File: config.mk
export PLATFORM = sky130hd
export DESIGN_NAME = readout_rx_meas_result_arbiter
export DESIGN_NICKNAME = d
export VERILOG_FILES = /design/src/rtl/readout_rx_meas_result_arbiter.sv
export SDC_FILE = /design/constraint.sdc
export NUM_CORES = 1
export LEC_CHECK = 0
export ABC_AREA = 1
export ABC_CLOCK_PERIOD_IN_PS = 3700
export BUFFER_PORTS_ARGS = -buffer_cell sky130_fd_sc_hd__buf_2
export CORE_AREA = 2 2 66 68
export CTS_BUF_LIST = sky130_fd_sc_hd__clkbuf_4 sky130_fd_sc_hd__clkbuf_8
export DETAILED_ROUTE_END_ITERATION = 7
export DIE_AREA = 0 0 68 70
export PLACE_DENSITY = 0.79
export SLEW_MARGIN = 0
export SYNTH_ARGS = -nofsm -noshare
export SYNTH_HDL_FRONTEND = slang
export SYNTH_SLANG_ARGS = --single-unit
File: constraint.sdc
create_clock -name clk -period 3.7 [get_ports clk]
set_input_delay 0.185 -clock clk [delete_from_list [all_inputs] [get_ports clk]]
set_output_delay 0.185 -clock clk [all_outputs]
set_load 0.1 [all_outputs]
File: src/rtl/readout_rx_meas_result_arbiter.sv
// Round-robin arbiter serialising per-channel measurement-result pulses onto one valid/ready stream.
// Optional capture timestamps are enabled with the READOUT_RX_ARB_TIMESTAMP_EN macro.
module readout_rx_meas_result_arbiter #(
  parameter int NUM_CH       = 8,
  parameter int CH_IDX_WIDTH = 3,
  parameter int TS_WIDTH     = 16
) (
  input  logic                    clk,
  input  logic                    rst,
  input  logic [NUM_CH-1:0]       valid_meas_result_in,
  input  logic [NUM_CH-1:0]       meas_result_in,
  input  logic                    out_ready,
  input  logic                    clear_overflow_in,
  output logic                    out_valid,
  output logic [CH_IDX_WIDTH-1:0] out_ch_idx,
  output logic                    out_result,
`ifdef READOUT_RX_ARB_TIMESTAMP_EN
  output logic [TS_WIDTH-1:0]     out_timestamp,
`endif
  output logic [NUM_CH-1:0]       overflow_out,
  output logic                    busy_out
);

  if (((2 ** CH_IDX_WIDTH) < NUM_CH) || (TS_WIDTH < 1)) begin : g_bad_params
    $error("CH_IDX_WIDTH too narrow for NUM_CH or TS_WIDTH < 1");
  end

  logic [NUM_CH-1:0]       pending;
  logic [NUM_CH-1:0]       result_q;
  logic [NUM_CH-1:0]       grant_oh;
  logic [NUM_CH-1:0]       store_en;
  logic [NUM_CH-1:0]       ovf_set;
  logic [CH_IDX_WIDTH-1:0] last_grant;
  logic [CH_IDX_WIDTH-1:0] grant_idx;
  logic [CH_IDX_WIDTH-1:0] cand;
  logic                    found;
  logic                    slot_free;
  logic                    grant;

`ifdef READOUT_RX_ARB_TIMESTAMP_EN
  logic [TS_WIDTH-1:0] ts_cnt;
  logic [TS_WIDTH-1:0] ts_q [NUM_CH];
`endif

  // Search begins one past the last winner, so every pending channel is served within NUM_CH grants.
  always_comb begin
    slot_free = !out_valid || out_ready;
    found     = 1'b0;
    grant_idx = '0;
    cand      = '0;
    for (int k = 1; k <= NUM_CH; k++) begin
      cand = CH_IDX_WIDTH'((int'(last_grant) + k) % NUM_CH);
      if (!found && pending[cand]) begin
        found     = 1'b1;
        grant_idx = cand;
      end
    end
    grant    = slot_free && found;
    grant_oh = grant ? (NUM_CH'(1) << grant_idx) : '0;
    // A channel whose slot is emptied by this grant can take a new pulse without overflowing.
    store_en = valid_meas_result_in & ~(pending & ~grant_oh);
    ovf_set  = valid_meas_result_in & pending & ~grant_oh;
  end

  assign busy_out = (|pending) || out_valid;

  always_ff @(posedge clk) begin
    for (int i = 0; i < NUM_CH; i++) begin
      if (store_en[i]) begin
        result_q[i] <= meas_result_in[i];
`ifdef READOUT_RX_ARB_TIMESTAMP_EN
        ts_q[i] <= ts_cnt;
`endif
      end
    end
  end

  always_ff @(posedge clk) begin
    if (rst) begin
      pending      <= '0;
      last_grant   <= CH_IDX_WIDTH'(NUM_CH - 1);
      out_valid    <= 1'b0;
      out_ch_idx   <= '0;
      out_result   <= 1'b0;
      overflow_out <= '0;
`ifdef READOUT_RX_ARB_TIMESTAMP_EN
      ts_cnt        <= '0;
      out_timestamp <= '0;
`endif
    end else begin
      pending      <= (pending & ~grant_oh) | valid_meas_result_in;
      overflow_out <= (clear_overflow_in ? '0 : overflow_out) | ovf_set;
`ifdef READOUT_RX_ARB_TIMESTAMP_EN
      ts_cnt <= ts_cnt + 1'b1;
`endif
      if (slot_free) begin
        out_valid <= grant;
        if (grant) begin
          last_grant <= grant_idx;
          out_ch_idx <= grant_idx;
          out_result <= result_q[grant_idx];
`ifdef READOUT_RX_ARB_TIMESTAMP_EN
          out_timestamp <= ts_q[grant_idx];
`endif
        end
      end
    end
  end

endmodule
==> results of run 1 <==
-- registers in the layout, summed over array words and instances (netlist names) --
register,cells
out_result,1
overflow_out,8
result_q,8
out_ch_idx,3
pending,8
last_grant,3
out_valid,1
-- how the worst max path moves through the flow --
stage | depth (start not counted) | to | from
CTS | 17 | result_q[4] | last_grant[1]
global placement | 17 | result_q[5] | last_grant[1]
detailed placement | 17 | result_q[5] | last_grant[1]
global route | 17 | result_q[2] | last_grant[1]
floorplan | 19 | result_q[5] | last_grant[0]
finish | 17 | result_q[0] | last_grant[1]
-- worst max-delay path: stages, from the launching register on --
cell and delay, ns:
dfxtp_2 0.49, inv_2 0.17, ha_1 0.39, inv_2 0.15, nand3_1 0.14, nand3_1 0.14, nand2_2 0.13, inv_2 0.09
nand3_1 0.06, nor2_1 0.14, nand4_1 0.14, inv_1 0.12, nand2_1 0.05, nand2_1 0.08, nand2_2 0.09, nor2_4 0.18
nand3_2 0.12, a21oi_1 0.18
-- placed cells by master, fill, tap and decap left out, types with 4 or more instances in the layout --
| cell | netlist | routed |
|---|---|---|
| inv_2 | 4 | 4 |
| dfxtp_1 | 24 | 23 |
| nand3_2 | 13 | 13 |
| nand4_1 | 4 | 4 |
| nor2_1 | 31 | 31 |
| nand3_1 | 35 | 35 |
| nor2_2 | 11 | 11 |
| clkbuf_8 | 0 | 5 |
| edfxtp_1 | 8 | 8 |
| nor2_4 | 4 | 4 |
| nand2_1 | 88 | 88 |
| o21ai_0 | 5 | 5 |
| nand2_2 | 10 | 10 |
| buf_2 | 0 | 33 |
| inv_1 | 33 | 33 |
| a21oi_1 | 16 | 16 |
-- logic make-up (layout without fill, tap and decap cells) --
logic type / after synthesis / after routing / share of synthesized area
simple gates: 206 / 206 / 0.4754
buf+inv: 48 / 83 / 0.09518
flops: 32 / 32 / 0.3151
compound gates: 31 / 31 / 0.08534
xor+xnor: 3 / 3 / 0.01805
fa+ha+maj: 2 / 2 / 0.01094
-- final cells by class --
cell class / instances / area share
tap: 52 / 0.02540
multi-input combinational: 242 / 0.5266
clock buffer: 8 / 0.03566
inverter: 41 / 0.06302
timing repair buffer: 34 / 0.06742
sequential: 32 / 0.2819
-- synth_stat cells --
cell type   n
nor2_1     31
o21bai_1    1
a21oi_1    16
a21oi_4     1
inv_2       4
nand3_4     1
nand2_2    10
buf_4       2
inv_1      33
edfxtp_1    8
o21ai_1     1
nand3b_4    1
nand4_4     2
buf_6       3
a21oi_2     3
nand4_1     4
o211ai_1    3
nand3_2    13
nand3b_1    2
clkinv_1    1
dfxtp_1    24
xor2_2      2
o21ai_0     5
nand3_1    35
xnor2_1     1
nor2_4      4
inv_4       3
ha_1        2
nand2_1    88
nand2_4     3
clkbuf_1    2
nor3_1      1
a31oi_2     1
nor2_2     11
-- through the flow --
step                setup WS [ns]  instances
finish                     0.5359        409
global route               0.2176        409
CTS                        0.3459        409
detailed placement         0.3562        401
global placement           0.4278        401
floorplan                  0.8721        322
-- layer usage --
layer  global-route usage  vias to the layer above  routed length, microns
met2               0.3959                       48                    2471
met4              0.06667                        0                      55
li1                     -                     1108                       -
met1               0.3240                      939                    2321
met3              0.02415                        6                     189
met5                    0                        -                       0
==> summary.txt, run 1 <==
Detailed routing
  • DR WL/cell: about 12 microns
  • WL final: just over 5000 microns
  • Via count: between 2000 and 2500
  • ANT nets after route: 0
  • Via-to-Cell Ratio: roughly 5.1
  • Drt first pass iters: 4
  • Drt drc: 0
  • Drt initial violations: 111

Clocking
  • Num CTS Buffers: 5
  • H-tree level count: 2
  • CTS tree: yes
  • Setup repair bufs after CTS: 0
  • Clock transition at path regs: approximately 0.07 ns
  • CTS sink cnt: 32
  • Hold_buf cts: 0
  • Root Buffer: clkbuf_8
  • Post-cts resize count: 0
  • Clock Path Buffers: 2
  • Worst skew pair latency: about 0.28 ns

Timing
  • Endpoints failing setup: 0
  • RSZ-0062 raised after global routing: false
  • Setup_tns: 0 ns
  • Final Skew: approximately 0.009 ns
  • Fmax: 316.0 MHz
  • Final Hold Viols: 0
  • Least-Margin Pin Slew: between 0.5 and 0.6 ns
  • Tmin final: 3.164 ns
  • Fin. max-slew vios: 0
  • Period utilisation layout: 0.8552
  • Worst hold slack: around 0.077 ns
  • Slew margin rel.: 0.6520

Setup path
  • CP endpoint kind: register
  • WS Path Type: register to register
  • Max FO, Critical Path: 10
  • R2r endpoint: result_q[0]
  • Worst flop-to-flop path startpoint: last_grant[1]
  • WP data arrival: around 3.2 ns
  • Reg2Reg Depth: 17
  • Worst setup SP type: register
  • Worst Path Required: approximately 3.7 ns
  • Setup slack, reg-to-reg: approximately 0.54 ns

Placed design
  • I/O Buffers: 33
  • Placer congestion estimate: a little under 1
  • DP Area: 2469 sq um
  • Post-DP HPWL: ~4000 microns

Cells and area
  • Layout cells sized above 1: 0.2857
  • # nets final: roughly 380
  • Sequential standard cell area: around 720 sq um
  • Multi-input logic area: between 1000 and 1500 sq um
  • Layout fillers: roughly 370
  • Design Area, Final: between 2000 and 3000 sq um
  • Diode count: 0
  • Area grow syn2layout: 11.98%
  • Final core utilization: 0.6181

GRT
  • Pin count of the biggest net entering global routing: 21
  • Antenna violations before repair: 0
  • Vias in the first global route: 2000
  • Global-route wire length before repair: between 8000 and 9000 microns
  • GRT Overall Usage: 0.2383
  • Grt ovf: 0

Synthesis
  • Yosys Warn Count: 0
  • Syn avg cell area: 7.103 sq um
  • Top-area cell type share of the netlist area: 0.2101
  • Yosys cell types: 34
  • Synth top area cells: dfxtp_1 (21%), nand2_1 (14%), edfxtp_1 (11%), nand3_1 (7.7%), nand3_2 (5.7%)
  • #FFs+latches synth: 32
  • Post-synthesis net count: 344
  • Post-synthesis sequential area ratio: 0.3151
  • Cell taking the most area after synthesis: dfxtp_1
  • Syn Std Cell Area: 2287 sq um
  • Synth Instances: roughly 320

Floorplanning
  • Ports: 34
  • Initial core utilization: 0.5519
  • Core region area: 4144 sq um
  • Die height: ~70 microns
  • Die area: roughly 4800 sq um
  • Die width: between 60 and 70 microns
  • # rows: 24

Status
  • Status: complete, no violations

Job
  • Max-Cap Viols: 0

Worst hold path
  • Hold Crit Class: primary input to register
  • Hold_sp: meas_result_in[5]
  • Hold path cells: 1
  • Hold path endpoint: result_q[5]
Power of run 1 is left out: the tool's default activity adds up to more than one toggle a clock period on the data nets, which glitch-free logic cannot reach.
==> run 2, diff against run 1 <==
--- a/config.mk
+++ b/config.mk
@@ -10,7 +10,6 @@
 export BUFFER_PORTS_ARGS = -buffer_cell sky130_fd_sc_hd__buf_2
-export CORE_AREA = 2 2 66 68
+export CORE_AREA = 2 2 91 93
 export CTS_BUF_LIST = sky130_fd_sc_hd__clkbuf_4 sky130_fd_sc_hd__clkbuf_8
 export DETAILED_ROUTE_END_ITERATION = 7
-export DIE_AREA = 0 0 68 70
-export PLACE_DENSITY = 0.79
+export DIE_AREA = 0 0 93 95
 export SLEW_MARGIN = 0
==> constraint.sdc (replaced) <==
create_clock -name clk -period 3.7 [get_ports clk]
set_input_delay 0.555 -clock clk [delete_from_list [all_inputs] [get_ports clk]]
set_output_delay 0.555 -clock clk [all_outputs]
set_load 0.1 [all_outputs]
==> run 2 against run 1 <==
  * Die area up 86%
  * Flip-flop and latch count unchanged
  * Critical endpoint is now busy_out
  * Worst setup slack worse by 0.18 ns
  * Hold slack better by 0.36 ns
==> summary.txt, run 2 (synthesis results as in run 1) <==
Clocking
  • Hold_buf cts: 0
  • Root Buffer: clkbuf_8
  • H-tree level count: 2
  • CTS sink cnt: 32
  • Post-cts resize count: 0
  • Num CTS Buffers: 5
  • CTS tree: yes
  • Worst skew pair latency: around 0.29 ns
  • Setup repair bufs after CTS: 0
  • Clock transition at path regs: approximately 0.070 ns
  • Clock Path Buffers: 2

Detailed routing
  • Via-to-Cell Ratio: between 4 and 5
  • Drt first pass iters: 4
  • Via count: about 2100
  • Drt drc: 0
  • ANT nets after route: 0
  • WL final: about 5600 microns
  • DR WL/cell: between 10 and 15 microns
  • Drt initial violations: 101

Timing
  • RSZ-0062 raised after global routing: false
  • Period utilisation layout: 0.9039
  • Tmin final: between 3 and 4 ns
  • Setup_tns: 0 ns
  • Slew margin rel.: 0.6742
  • Fin. max-slew vios: 0
  • Least-Margin Pin Slew: ~0.49 ns
  • Endpoints failing setup: 0
  • Final Hold Viols: 0
  • Final Skew: around 0.0052 ns
  • Fmax: 299.0 MHz

Floorplanning
  • # rows: 33
  • Initial core utilization: 0.2885
  • Die height: 95 microns
  • Ports: 34
  • Core region area: approximately 7900 sq um
  • Die area: ~8800 sq um
  • Die width: about 93 microns

Setup path
  • Reg2Reg Depth: 17
  • CP max stage cell: ha_1
  • R2r endpoint: result_q[5]
  • Worst Path Required: 3.14 ns
  • Max FO, Critical Path: 13
  • Cells along the critical path: inv_4 > ha_1 > inv_2 > nand3_1 > nand3_1 > nand2_2 > nor2_4 > nand4_4 > nor2_4 > nand2_2 > nor2_2 > nand2_1 > buf_2
  • Setup slack, reg-to-reg: ~0.68 ns
  • Worst Path Buf+Inv: 3
  • WS Path Type: register to output pin
  • Worst flop-to-flop path startpoint: last_grant[0]
  • Worst setup SP type: register
  • CP endpoint kind: output pin
  • WP data arrival: 2.79 ns
  • Critical Path Max Stage Delay: just under 0.4 ns
  • CP delay by family, top: simple AND/OR/NAND/NOR gates

Job
  • Max-Cap Viols: 0

Cells and area
  • Design Area, Final: between 2000 and 3000 sq um
  • # nets final: approximately 380
  • Commonest cells after routing, fill and taps aside: nand2_1 (88), nand3_1 (35), inv_1 (33), buf_2 (33), nor2_1 (31)
  • Layout fillers: between 900 and 1000
  • Layout cells sized above 1: 0.2889
  • Biggest regs: overflow_out: 8 flops, pending: 8 flops, result_q: 8 flops
  • Sequential standard cell area: 720.7 sq um
  • Diode count: 0
  • Leading cell type in the layout, fill and taps excluded: nand2_1
  • Cell Count, Final, Fillers Out: between 400 and 500
  • Area grow syn2layout: 15.86%
  • Multi-input logic area: ~1300 sq um

Placed design
  • Placer congestion estimate: 0.8801
  • I/O Buffers: 33
  • DP Area: between 2000 and 3000 sq um
  • Dpl cells: around 460
  • Post-DP HPWL: roughly 4600 microns

Worst hold path
  • Hold_sp: meas_result_in[1]
  • Hold Crit Class: primary input to register
  • Hold path endpoint: result_q[1]
  • Hold path cells: 1

GRT
  • Pin count of the biggest net entering global routing: 21
  • GRT Overall Usage: 0.1374
  • Vias in the first global route: a little over 2000
  • Global-route wire length before repair: 9528 microns
  • Grt ovf: 0
  • Antenna violations before repair: 0

Status
  • Status: complete, no violations
[run 2: metrics by stage]
step	utilization	worst slack, ns	hold WS (ns)
5_1_grt	0.3343	0.1165	0.4330
6_report	0.3343	0.3557	0.4391
2_1_floorplan	-	0.5044	0.4785
4_1_cts	0.3343	0.3325	0.4357
3_5_place_dp	0.3226	0.6488	0.4603
3_3_place_gp	0.3226	0.6999	0.4508
[run 2: worst max path at each step]
stage / cells past startpoint / from / slack [ns] / end
6_report: 13 / last_grant[0] / 0.36 / busy_out
5_1_grt: 13 / last_grant[0] / 0.12 / busy_out
4_1_cts: 13 / last_grant[0] / 0.33 / busy_out
3_5_place_dp: 13 / last_grant[0] / 0.65 / busy_out
3_3_place_gp: 13 / last_grant[0] / 0.70 / busy_out
2_1_floorplan: 14 / last_grant[0] / 0.50 / busy_out
[run 2: metal layers]
layer	vias to the layer above	global-route usage	wire, microns
met5	-	0	0
met4	0	0.05147	109
met3	9	0.01995	153
met2	46	0.2548	2839
met1	941	0.1597	2497
li1	1110	-	-
[run 2: area by class of cell]
cell class              instances  share of cell area
clock inverters                 2            0.003777
clock buffers                   6             0.03116
inverters                      41             0.06091
well taps                     105             0.04958
flip-flops and latches         32              0.2720
repair buffers                 37             0.07365
multi-input cells             242              0.5090
Power of run 2 is left out for the same reason.
